`src/rtl/pipe_stall_ctrl.sv`:
```
`default_nettype none
// ============================================================================
// Module   : pipe_stall_ctrl
// Brief    : Pipeline stall/flush sequencer for a 5-stage MIPS core. Turns
//            load-use hazard, taken-branch and data-memory-busy requests into
//            PC / IF/ID write enables, IF/ID flush, ID/EX bubble select and a
//            back-end freeze; tracks memory-wait timeout and keeps saturating
//            stall/flush statistics.
// Revision : 1.0 - initial release
// ============================================================================
module pipe_stall_ctrl #(
  parameter int LU_CYCLES   = 1,
  parameter int MEM_TIMEOUT = 64,
  parameter int CNT_W       = 16
) (
  input  logic             clk_i,
  input  logic             rst_i,
  input  logic             hazard_i,
  input  logic             branch_taken_i,
  input  logic             mem_busy_i,
  output logic             pc_write_o,
  output logic             ifid_write_o,
  output logic             ifid_flush_o,
  output logic             idex_bubble_o,
  output logic             pipe_hold_o,
  output logic             mem_timeout_o,
  output logic [CNT_W-1:0] stall_cnt_o,
  output logic [CNT_W-1:0] flush_cnt_o
);

  localparam logic [1:0]       S_RUN      = 2'd0;
  localparam logic [1:0]       S_LU_STALL = 2'd1;
  localparam logic [1:0]       S_MEM_WAIT = 2'd2;

  localparam logic [3:0]       C_LU_RELOAD = 4'(LU_CYCLES - 1);
  localparam logic             C_LU_MULTI  = (LU_CYCLES > 1);
  localparam logic [8:0]       C_TIMEOUT   = 9'(MEM_TIMEOUT);
  localparam logic [7:0]       C_WAIT_MAX  = 8'hFF;
  localparam logic [CNT_W-1:0] C_CNT_MAX   = '1;

  logic [1:0]       r_state;
  logic [3:0]       r_lu_cnt;
  logic [7:0]       r_wait_cnt;
  logic             r_timeout;
  logic [CNT_W-1:0] r_stall_cnt;
  logic [CNT_W-1:0] r_flush_cnt;

  logic [1:0]       w_state_nxt;
  logic [3:0]       w_lu_cnt_nxt;
  logic [7:0]       w_wait_cnt_nxt;
  logic             w_lu_pending;
  logic             w_timeout_hit;

  // A stall is still owed if we are in LU_STALL, or a freeze interrupted one
  // (the saved lu_cnt is what tells MEM_WAIT where to resume).
  assign w_lu_pending  = (r_state == S_LU_STALL) ||
                         ((r_state == S_MEM_WAIT) && (r_lu_cnt != 4'd0));
  assign w_timeout_hit = mem_busy_i && (({1'b0, r_wait_cnt} + 9'd1) == C_TIMEOUT);

  // State and bookkeeping registers; reset aborts any stall or wait at once.
  always_ff @(posedge clk_i) begin
    if (!rst_i) begin
      r_state     <= S_RUN;
      r_lu_cnt    <= 4'd0;
      r_wait_cnt  <= 8'd0;
      r_timeout   <= 1'b0;
      r_stall_cnt <= '0;
      r_flush_cnt <= '0;
    end else begin
      r_state    <= w_state_nxt;
      r_lu_cnt   <= w_lu_cnt_nxt;
      r_wait_cnt <= w_wait_cnt_nxt;
      if (w_timeout_hit) begin
        r_timeout <= 1'b1;
      end
      if (!pc_write_o && (r_stall_cnt != C_CNT_MAX)) begin
        r_stall_cnt <= r_stall_cnt + 1'b1;
      end
      if (ifid_flush_o && (r_flush_cnt != C_CNT_MAX)) begin
        r_flush_cnt <= r_flush_cnt + 1'b1;
      end
    end
  end

  // Next-state: memory freeze beats an owed load-use stall beats a new hazard.
  always_comb begin
    w_state_nxt    = r_state;
    w_lu_cnt_nxt   = r_lu_cnt;
    w_wait_cnt_nxt = r_wait_cnt;
    if (mem_busy_i) begin
      w_state_nxt    = S_MEM_WAIT;
      w_wait_cnt_nxt = (r_wait_cnt == C_WAIT_MAX) ? r_wait_cnt : r_wait_cnt + 8'd1;
    end else begin
      w_wait_cnt_nxt = 8'd0;
      if (w_lu_pending) begin
        w_lu_cnt_nxt = r_lu_cnt - 4'd1;
        w_state_nxt  = (r_lu_cnt == 4'd1) ? S_RUN : S_LU_STALL;
      end else if (hazard_i && C_LU_MULTI) begin
        w_lu_cnt_nxt = C_LU_RELOAD;
        w_state_nxt  = S_LU_STALL;
      end else begin
        w_state_nxt  = S_RUN;
      end
    end
  end

  // Control outputs are decoded in the same cycle the request is seen.
  always_comb begin
    pc_write_o    = 1'b1;
    ifid_write_o  = 1'b1;
    ifid_flush_o  = 1'b0;
    idex_bubble_o = 1'b0;
    pipe_hold_o   = 1'b0;
    if (!rst_i) begin
      pc_write_o    = 1'b0;
      ifid_write_o  = 1'b0;
      idex_bubble_o = 1'b1;
    end else if (mem_busy_i) begin
      pc_write_o    = 1'b0;
      ifid_write_o  = 1'b0;
      pipe_hold_o   = 1'b1;
    end else if (w_lu_pending || hazard_i) begin
      // A branch seen alongside a hazard is dropped; ID re-presents it later.
      pc_write_o    = 1'b0;
      ifid_write_o  = 1'b0;
      idex_bubble_o = 1'b1;
    end else if (branch_taken_i) begin
      ifid_flush_o  = 1'b1;
    end
  end

  assign mem_timeout_o = r_timeout;
  assign stall_cnt_o   = r_stall_cnt;
  assign flush_cnt_o   = r_flush_cnt;

endmodule
`default_nettype wire

```
`config.mk`:
```
export PLATFORM = sky130hd
export DESIGN_NAME = pipe_stall_ctrl
export DESIGN_NICKNAME = d
export VERILOG_FILES = /design/src/rtl/pipe_stall_ctrl.sv
export SDC_FILE = /design/constraint.sdc
export NUM_CORES = 1
export LEC_CHECK = 0
export BUFFER_PORTS_ARGS = -buffer_cell sky130_fd_sc_hd__buf_2
export CORE_MARGIN = 4
export CORE_UTILIZATION = 50
export CTS_CLUSTER_DIAMETER = 40
export DETAILED_ROUTE_END_ITERATION = 8
export MAX_ROUTING_LAYER = met4
export PLACE_DENSITY = 0.74
export SKIP_CTS_REPAIR_TIMING = 1
export SLEW_MARGIN = 20
export SYNTH_ARGS = -nofsm -noshare
export SYNTH_HDL_FRONTEND = slang
export SYNTH_SLANG_ARGS = --single-unit
```
`constraint.sdc`:
```
create_clock -name clk_i -period 2.4 [get_ports clk_i]
set_input_delay 0.12 -clock clk_i [delete_from_list [all_inputs] [get_ports clk_i]]
set_output_delay 0.12 -clock clk_i [all_outputs]
set_load 0.02 [all_outputs]
```
==> results of run 1 <==
[sequential cells by signal, summed over array words and instances, names as in the netlist]
signal,cells
flush_cnt_o,16
mem_timeout_o,1
r_lu_cnt,4
r_state,2
r_wait_cnt,8
stall_cnt_o,16
[logic make-up after synthesis]
family,synth area share
DFF,0.402
AOI/OAI and AO/OA,0.0962
xor gates and xnor gates,0.112
muxes,0.0128
adders and majority gates,0.0267
buffers and inverters,0.0337
and+or+nand+nor,0.316
[power by group through the flow]
stage	clock network [uW]	logic (uW)	registers (uW)
6_report	438	79.8	797
5_1_grt	486	87.8	799
4_1_cts	454	80.8	797
3_5_place_dp	0	80.6	815
3_3_place_gp	0	79.6	815
2_1_floorplan	0	49.8	822
[routing by layer]
metal	part of all wire	vias up
met5	0	-
met4	0.017	0
met3	0.031	7
met2	0.49	38
met1	0.46	944
li1	-	1038
[final cells by class]
| cell class | count | area (um2) | share of cell area |
|---|---|---|---|
| multi-input cells | 204 | 1320 | 0.497 |
| repair buffers | 45 | 233 | 0.0876 |
| inverters | 7 | 26.3 | 0.00989 |
| well taps | 52 | 65.1 | 0.0245 |
| flip-flops and latches | 47 | 941 | 0.354 |
| clock buffers | 6 | 72.6 | 0.0273 |
[placed cells by master, fill, tap and decap left out, drive strengths merged, types with 2 or more instances in the layout]
cell,n
mux2i,3
o311a,2
o211ai,3
or4,3
xor2,5
a211oi,3
and4,4
a21oi,8
o21bai,2
clkbuf,6
nand2,19
dfxtp,47
xnor2,25
nor3b,4
and2,2
and3,4
or2,2
nor3,17
nor2,40
nor4,8
inv,7
o21ai,4
o31ai,4
buf,45
ha,5
nor4b,4
nand4,10
nand3,14
[worst max path at each step]
stage / start / end / cells past startpoint
6_report: r_lu_cnt[0]$_SDFFE_PN0P_ / ifid_write_o / 5
5_1_grt: r_lu_cnt[0]$_SDFFE_PN0P_ / pc_write_o / 5
4_1_cts: r_lu_cnt[0]$_SDFFE_PN0P_ / ifid_write_o / 5
3_5_place_dp: r_lu_cnt[0]$_SDFFE_PN0P_ / stall_cnt_o[14]$_SDFFE_PN0P_ / 7
3_3_place_gp: r_lu_cnt[0]$_SDFFE_PN0P_ / stall_cnt_o[14]$_SDFFE_PN0P_ / 7
2_1_floorplan: flush_cnt_o[4]$_SDFFE_PN0P_ / flush_cnt_o[1]$_SDFFE_PN0P_ / 6
[through the flow]
stage,hold WS [ns],power (uW)
after floorplan,0.210,872
after global placement,0.383,895
after detailed placement,0.384,896
after CTS,0.0614,1330
after global routing,0.0719,1370
final,0.0682,1310
==> summary.md, run 1 <==
| Metric | Value |
|---|---|
| Result of the run | finished clean |
| Maximum achievable frequency | 0.464 GHz |
| Met2 GRT Util | 0.308 |
| Die Height | 76.4 um |
| Non-filler cells in the finished layout | 361 |
| Final critical-path share of the clock period | 0.897 |
| CTS Buf Count | 5 |
| Number of hold-slack violations in the final timing report | 0 |
| Final critical-path required period | 2.15 ns |
| X dimension of the die | 76.4 um |
| Number of ports placed on the die boundary | 43 |
| Cell total after placement | 355 |
| Area fraction of the dominant cell type after synthesis | 0.402 |
| Unrepaired setup endpoints after global routing | no |
| Fraction of power spent switching nets | 0.231 |
| Initial antenna violation count | 0 |
| Most heavily used metal layer in global routing | met2 |
| Sinks on Clock Net | 47 |
| Async set or reset register ratio after synthesis | 0 |
| WL per Instance | 13.6 um |
| Antenna fix cells | 0 |
| GRT Util Overall | 0.178 |
| Least setup slack across all paths after layout | 0.247 ns |
| Pin count of the biggest net entering global routing | 34 |
| CTS clk-pin slew, worst paths | 0.08 ns |
| Routability cong. | 0.783 |
| Relative slew slack | 0.598 |
| Met3 routing resource usage after global routing | 0.0366 |
| Synthesized flop and latch total | 47 |
| Signal arrival time at the worst endpoint | 2.03 ns |
| Synth area leaders | dfxtp_1, xnor2_1, nor2_1 |
| Number of flops mapped to enable cells by yosys | 0 |
| Fraction of final layout cells with drive strength greater than 1 | 0.191 |
| Commonest register cell after synthesis | dfxtp_1 |
| Final total negative setup slack | 0 ns |
| Clock latency on the worst-skew pair | 0.30 ns |
| Syn-to-layout area delta | 13.6% |
| Min-delay worst type | input pin to register |
| First-iteration detailed-routing DRC count | 136 |
| Capture point of the worst reg-to-reg path | stall_cnt_o[14]$_SDFFE_PN0P_ |
| Hold worst-path end | r_state[0]$_SDFF_PP0_ |
| Synth cell count leaders | dfxtp_1, nor2_1, xnor2_1 |
| Launch instance of the worst min-delay path | mem_busy_i |
| Worst voltage drop across the vdd grid | 0.259 mV |
| Final layout net count | 320 |
| # H-tree levels | 2 |
| Worst Path Max Fanout | 18 |
| Count of cells along the worst register-to-register path | 7 |
| Core area | 0.00444 mm2 |
| Unique masters post-synth | 48 |
| Layout Cell Area excl Fill | 0.00266 mm2 |
| Met1 Resource Use GR | 0.203 |
| Worst-case clock buffer depth | 2 |
| Final routed DRC violation total | 0 |
| Post-synthesis cell area | 0.00234 mm2 |
| Endpoint type of the worst setup path | primary output |
| Clk_skew | 0.00384 ns |
| Total half-perimeter wirelength after legalization and detailed placement | 3400 um |
| Instance count along the most critical hold path | 2 |
| Standby leakage power | 0.00104 uW |
| Reg-to-Reg Start | r_lu_cnt[0]$_SDFFE_PN0P_ |
| Quantity of I/O buffers inserted on ports | 42 |
| Total count of max-transition violations in the final report | 0 |
| Flop-to-flop setup slack | 0.39 ns |
| Dominant delay contributor by cell family on the critical path | compound AO/OA/AOI/OAI gates |
| Wirelength, routed | 4920 um |
| Gate count of the mapped netlist | 268 |
| Final core utilization | 0.598 |
| Via density | 5.61 |
| Type of origin of the critical path | register |
| Sequential area share after synthesis | 0.402 |
| Clock root buffer | clkbuf_8 |
| Cell chain of the critical path | inv_1 -> ha_1 -> nor4b_4 -> o21ba_1 -> buf_2 |
| Final setup vio count | 0 |
| Clock network power share | 0.333 |
| Number of vias in the routed layout | 2027 |
| First-pass GRT wire length | 8490 um |
| Transition at the pin with the smallest max-transition slack | 0.602 ns |
| Detail Route Antenna Nets | 0 |
| Number of global-route vias before repair | 1889 |
| Number of nets produced by synthesis | 278 |
| Cell-internal power | 1010 uW |
| Part of the total power dissipated in sequential elements | 0.606 |
| First-pass DRT Iterations | 4 |
| Filler instances | 421 |
| Total cell area at the placement stage | 0.00258 mm2 |
| Average cell area after synthesis | 8.73 um2 |
| Total die area | 0.00584 mm2 |
| Synth Warn # | 0 |
| Max-cap violations | 0 |
| Slowest Stage Delay on Critical Path | 0.58 ns |
| Worst slack after detailed placement | 0.406 ns |
| Cell taking the most area after synthesis | dfxtp_1 |
| Required arrival time at the worst endpoint | 2.28 ns |
| TritonCTS clock tree | yes |
| Starting Density | 0.526 |
| Power Density | 495 mW/mm2 |
| Most frequent cell after synthesis | dfxtp_1 |
| Number of buffers and inverters on the critical path | 2 |
| Site row count | 24 |
| Total congestion overflow after global routing | 0 |
| Path type of the worst setup path | register to primary output |
| Switching Power | 304 uW |
| Combinational fraction of design power | 0.061 |
| Slowest-stage cell, CP | o21ba_1 |
(Power assumes the default switching activity.)
==> inputs of run 2 (changes only) <==
- clock period: 2.4 -> 2.6 ns (I/O delays scaled with it)
==> run 2 against run 1 <==
Against the previous run: count of clock-buffer cells in the layout did not move; sequential share of layout area rose by 0.10 points; clock power fell by 8.2%; via count rose by 1.6%; critical path depth did not move; largest cell class unchanged; register-to-register slack improved by 0.14 ns; critical path type unchanged; worst hold slack improved by 0.019 ns; final area fell by 0.28%; first-iteration DRC count fell by 14%; routed wire length rose by 1.0%.
==> summary.md, run 2 (same netlist as run 1, synthesis figures left out) <==
| Metric | Value |
|---|---|
| Result of the run | finished clean |
| Fraction of final layout cells with drive strength greater than 1 | 0.188 |
| Slowest-stage cell, CP | o21ba_1 |
| Cell chain of the critical path | inv_1 -> ha_1 -> nor4b_4 -> o21ba_1 -> buf_2 |
| First-iteration detailed-routing DRC count | 117 |
| CTS clk-pin slew, worst paths | 0.08 ns |
| Type of origin of the critical path | register |
| Critical Path Start | r_lu_cnt[0]$_SDFFE_PN0P_ |
| Pin count of the biggest net entering global routing | 19 |
| Syn-to-layout area delta | 13.3% |
| Maximum achievable frequency | 0.453 GHz |
| Standby leakage power | 0.00103 uW |
| Final critical-path required period | 2.21 ns |
| Flop-to-flop setup slack | 0.53 ns |
| Total half-perimeter wirelength after legalization and detailed placement | 3600 um |
| Required arrival time at the worst endpoint | 2.47 ns |
| Final routed DRC violation total | 0 |
| Count of cells along the worst register-to-register path | 7 |
| Starting Density | 0.526 |
| CTS Buf Count | 5 |
| Total congestion overflow after global routing | 0 |
| Clk_skew | 0.00427 ns |
| Dominant delay contributor by cell family on the critical path | compound AO/OA/AOI/OAI gates |
| Detail Route Antenna Nets | 0 |
| Die Height | 76.4 um |
| Worst Path Max Fanout | 18 |
| Signal arrival time at the worst endpoint | 2.08 ns |
| WL per Instance | 13.8 um |
| Min-delay worst type | input pin to register |
| Path type of the worst setup path | register to primary output |
| Relative slew slack | 0.471 |
| Worst-case clock buffer depth | 2 |
| First-pass DRT Iterations | 4 |
| Power Density | 457 mW/mm2 |
| Final Total Pwr | 1210 uW |
| Quantity of I/O buffers inserted on ports | 42 |
| Hold worst-path end | r_state[0]$_SDFF_PP0_ |
| Routability cong. | 0.814 |
| X dimension of the die | 76.4 um |
| Unrepaired setup endpoints after global routing | no |
| Total count of max-transition violations in the final report | 0 |
| Antenna fix cells | 0 |
| Launch instance of the worst min-delay path | mem_busy_i |
| Slowest Stage Delay on Critical Path | 0.61 ns |
| Core area | 0.00444 mm2 |
| GRT Util Overall | 0.173 |
| Number of ports placed on the die boundary | 43 |
| Number of vias in the routed layout | 2059 |
| Final total negative setup slack | 0 ns |
| Via density | 5.72 |
| # H-tree levels | 2 |
| Filler instances | 385 |
| Most frequent standard cell in the layout excluding fill and tap cells | dfxtp_1 |
| Endpoint type of the worst setup path | primary output |
| Clock root buffer | clkbuf_8 |
| Clock latency on the worst-skew pair | 0.29 ns |
| Number of global-route vias before repair | 1874 |
| Instance count along the most critical hold path | 2 |
| Max-cap violations | 0 |
| Initial antenna violation count | 0 |
| Number of hold-slack violations in the final timing report | 0 |
| Final core utilization | 0.596 |
| Number of buffers and inverters on the critical path | 2 |
| Wirelength, routed | 4970 um |
| TritonCTS clock tree | yes |
| Capture point of the worst reg-to-reg path | stall_cnt_o[14]$_SDFFE_PN0P_ |
| First-pass GRT wire length | 8310 um |
| Sinks on Clock Net | 47 |
| Commonest non-fill, non-tap cells in the layout | dfxtp_1, buf_2, nor2_1 |
| Final setup vio count | 0 |
| Worst voltage drop across the vdd grid | 0.209 mV |
| Total die area | 0.00584 mm2 |
| Reg-to-Reg Start | r_lu_cnt[0]$_SDFFE_PN0P_ |
| Final critical-path share of the clock period | 0.849 |
| Transition at the pin with the smallest max-transition slack | 0.786 ns |
| Final layout net count | 319 |
| Site row count | 24 |
-- run 2: power by group --
part | total, uW | switching (uW) | internal, uW
logic | 73.0 | 48.3 | 24.7
clock network | 402 | 223 | 180
registers | 735 | 8.05 | 727
total | 1210 | 279 | 932
-- run 2: layout make-up --
type / count / area [um2] / share of cell area
multi-input combinational: 204 / 1320 / 0.498
sequential: 47 / 941 / 0.355
timing repair buffer: 44 / 225 / 0.0850
clock buffer: 6 / 72.6 / 0.0274
tap: 52 / 65.1 / 0.0246
inverter: 7 / 26.3 / 0.00992
-- run 2: worst register-to-register path: cells and delay by family (launching register included) --
kind / cells / cell delay, ns
buf+inv: 1 / 0.07
flops: 1 / 0.41
fa+ha+maj: 1 / 0.21
compound gates: 2 / 0.61
simple gates: 3 / 0.69
-- run 2: per-stage QoR --
stage | setup WS, ns | instances | cell area (um2) | hold slack, ns
after floorplan | 0.725 | 268 | 2340 | 0.220
after global placement | 0.692 | 354 | 2580 | 0.392
after detailed placement | 0.597 | 354 | 2580 | 0.394
after CTS | 0.421 | 360 | 2650 | 0.0852
after global routing | 0.290 | 360 | 2650 | 0.0768
final | 0.392 | 360 | 2650 | 0.0876
-- run 2: routing by layer --
metal | track usage | share of wire | vias up
li1 | - | - | 1037
met1 | 0.202 | 0.46 | 964
met2 | 0.299 | 0.49 | 50
met3 | 0.0402 | 0.040 | 8
met4 | 0.0489 | 0.011 | 0
met5 | - | 0 | -
-- run 2: worst max path at each step --
stage | cells after the start | slack, ns | endpoint
after floorplan | 6 | 0.73 | flush_cnt_o[1]$_SDFFE_PN0P_
after global placement | 7 | 0.69 | stall_cnt_o[14]$_SDFFE_PN0P_
after detailed placement | 7 | 0.60 | stall_cnt_o[14]$_SDFFE_PN0P_
after CTS | 5 | 0.42 | ifid_write_o
after global routing | 5 | 0.29 | ifid_write_o
final | 5 | 0.39 | ifid_write_o
==> inputs of run 3 (changes only) <==
- clock period: 2.6 -> 2.1 ns (I/O delays scaled with it)
==> run 3 against run 2 <==
Against the previous run: flip-flop and latch count unchanged; critical path type unchanged; sequential power up 24%; clock power up 25%; largest cell class unchanged; sequential share of layout area down 0.58 points; critical path depth unchanged; core utilization up 0.99 points; final area up 1.7%; first-iteration DRC count down 6.0%.
==> summary.md, run 3 (same netlist as run 1, synthesis figures left out) <==
| Metric | Value |
|---|---|
| Sinks on Clock Net | 47 |
| Final Total Pwr | 1510 uW |
| Wirelength, routed | 4760 um |
| Cell chain of the critical path | inv_1 -> ha_1 -> nor4b_4 -> o21ba_2 -> buf_2 |
| GRT Util Overall | 0.173 |
| Combinational fraction of design power | 0.062 |
| # H-tree levels | 2 |
| Min-delay worst type | input pin to register |
| Clock network power share | 0.333 |
| Worst voltage drop across the vdd grid | 0.258 mV |
| Final setup vio count | 0 |
| Max-cap violations | 0 |
| Power Density | 559 mW/mm2 |
| Worst-case clock buffer depth | 2 |
| Number of vias in the routed layout | 2036 |
| Required arrival time at the worst endpoint | 2.00 ns |
| Antenna fix cells | 0 |
| Total count of max-transition violations in the final report | 0 |
| Maximum achievable frequency | 0.513 GHz |
| Result of the run | finished clean |
| Signal arrival time at the worst endpoint | 1.84 ns |
| Instance count along the most critical hold path | 2 |
| Final critical-path share of the clock period | 0.929 |
| Routability cong. | 0.780 |
| Standby leakage power | 0.00105 uW |
| Fraction of final layout cells with drive strength greater than 1 | 0.208 |
| Pin count of the biggest net entering global routing | 19 |
| Detail Route Antenna Nets | 0 |
| WL per Instance | 13.0 um |
| Final layout net count | 324 |
| Relative slew slack | 0.603 |
| Via density | 5.58 |
| Total half-perimeter wirelength after legalization and detailed placement | 3460 um |
| Starting Density | 0.526 |
| Cell-internal power | 1160 uW |
| Worst Path Max Fanout | 18 |
| CTS Buf Count | 5 |
| Switching Power | 348 uW |
| Filler instances | 412 |
| Type of origin of the critical path | register |
| Unrepaired setup endpoints after global routing | no |
| Site row count | 24 |
| First-iteration detailed-routing DRC count | 110 |
| Die Height | 76.4 um |
| Slowest Stage Delay on Critical Path | 0.44 ns |
| Clock latency on the worst-skew pair | 0.29 ns |
| Number of hold-slack violations in the final timing report | 0 |
| First-pass GRT wire length | 8300 um |
| Clk_skew | 0.00544 ns |
| Core area | 0.00444 mm2 |
| First-pass DRT Iterations | 4 |
| CTS clk-pin slew, worst paths | 0.08 ns |
| Path type of the worst setup path | register to primary output |
| X dimension of the die | 76.4 um |
| Part of the total power dissipated in sequential elements | 0.605 |
| TritonCTS clock tree | yes |
| Most frequent standard cell in the layout excluding fill and tap cells | dfxtp_1 |
| Commonest non-fill, non-tap cells in the layout | dfxtp_1, buf_2, nor2_1 |
| Syn-to-layout area delta | 15.1% |
| Initial antenna violation count | 0 |
| Total die area | 0.00584 mm2 |
| Fraction of power spent switching nets | 0.231 |
| Final routed DRC violation total | 0 |
| Total congestion overflow after global routing | 0 |
| Quantity of I/O buffers inserted on ports | 42 |
| Count of cells along the worst register-to-register path | 7 |
| Final core utilization | 0.606 |
| Number of global-route vias before repair | 1849 |
| Final critical-path required period | 1.95 ns |
| Slowest-stage cell, CP | o21ba_2 |
| Number of ports placed on the die boundary | 43 |
| Clock root buffer | clkbuf_8 |
| Endpoint type of the worst setup path | primary output |
| Transition at the pin with the smallest max-transition slack | 0.590 ns |
run 3: cell count changes in the layout (fill, tap and decap cells not counted), sizes merged:
cell	before	now
buf	44	49
run 3: critical path: cells and delay by family, from the launching register on:
kind / cells / cell delay (ns)
buffers and inverters: 2 / 0.31
adders and majority gates: 1 / 0.16
DFF: 1 / 0.35
AOI/OAI and AO/OA: 1 / 0.44
and+or+nand+nor: 1 / 0.29
run 3: path summary, 6_finish.rpt:
path                              start                           to  slack (ns)
max            r_lu_cnt[0]$_SDFFE_PN0P_                   pc_write_o        0.15
min                          mem_busy_i        r_state[0]$_SDFF_PP0_        0.05
min reg2reg  mem_timeout_o$_SDFFE_PN0P_   mem_timeout_o$_SDFFE_PN0P_        0.44
max reg2reg    r_lu_cnt[0]$_SDFFE_PN0P_  flush_cnt_o[6]$_SDFFE_PN0P_        0.16
run 3: cell type report:
| class | instances | area (um2) | share of cell area |
|---|---|---|---|
| multi-input cells | 204 | 1330 | 0.492 |
| flip-flops and latches | 47 | 941 | 0.349 |
| well taps | 52 | 65.1 | 0.0242 |
| inverters | 7 | 26.3 | 0.00975 |
| repair buffers | 49 | 263 | 0.0975 |
| clock buffers | 6 | 72.6 | 0.0269 |
run 3: power groups by stage:
stage / registers, uW / clock network [uW] / logic [uW]
after floorplan: 939 / 0 / 57.0
after global placement: 932 / 0 / 93.4
after detailed placement: 932 / 0 / 94.2
after CTS: 911 / 516 / 94.7
after global routing: 913 / 562 / 104
final: 911 / 502 / 93.7
run 3: per-stage QoR:
step           TNS, ns  cell area [um2]  setup slack (ns)  cells  hold slack [ns]
2_1_floorplan        0             2340             0.225    268            0.195
3_5_place_dp         0             2620            0.0758    359            0.365
6_report             0             2690             0.150    365           0.0545
5_1_grt              0             2690            0.0132    365           0.0531
3_3_place_gp         0             2620             0.186    359            0.369
4_1_cts        -0.0941             2690           -0.0474    365           0.0526
run 3: metal layers:
layer	global-route usage	up-vias	part of all wire
met3	0.0307	7	0.028
met5	-	-	0
li1	-	1043	-
met4	0.0652	0	0.016
met1	0.203	953	0.48
met2	0.295	33	0.48
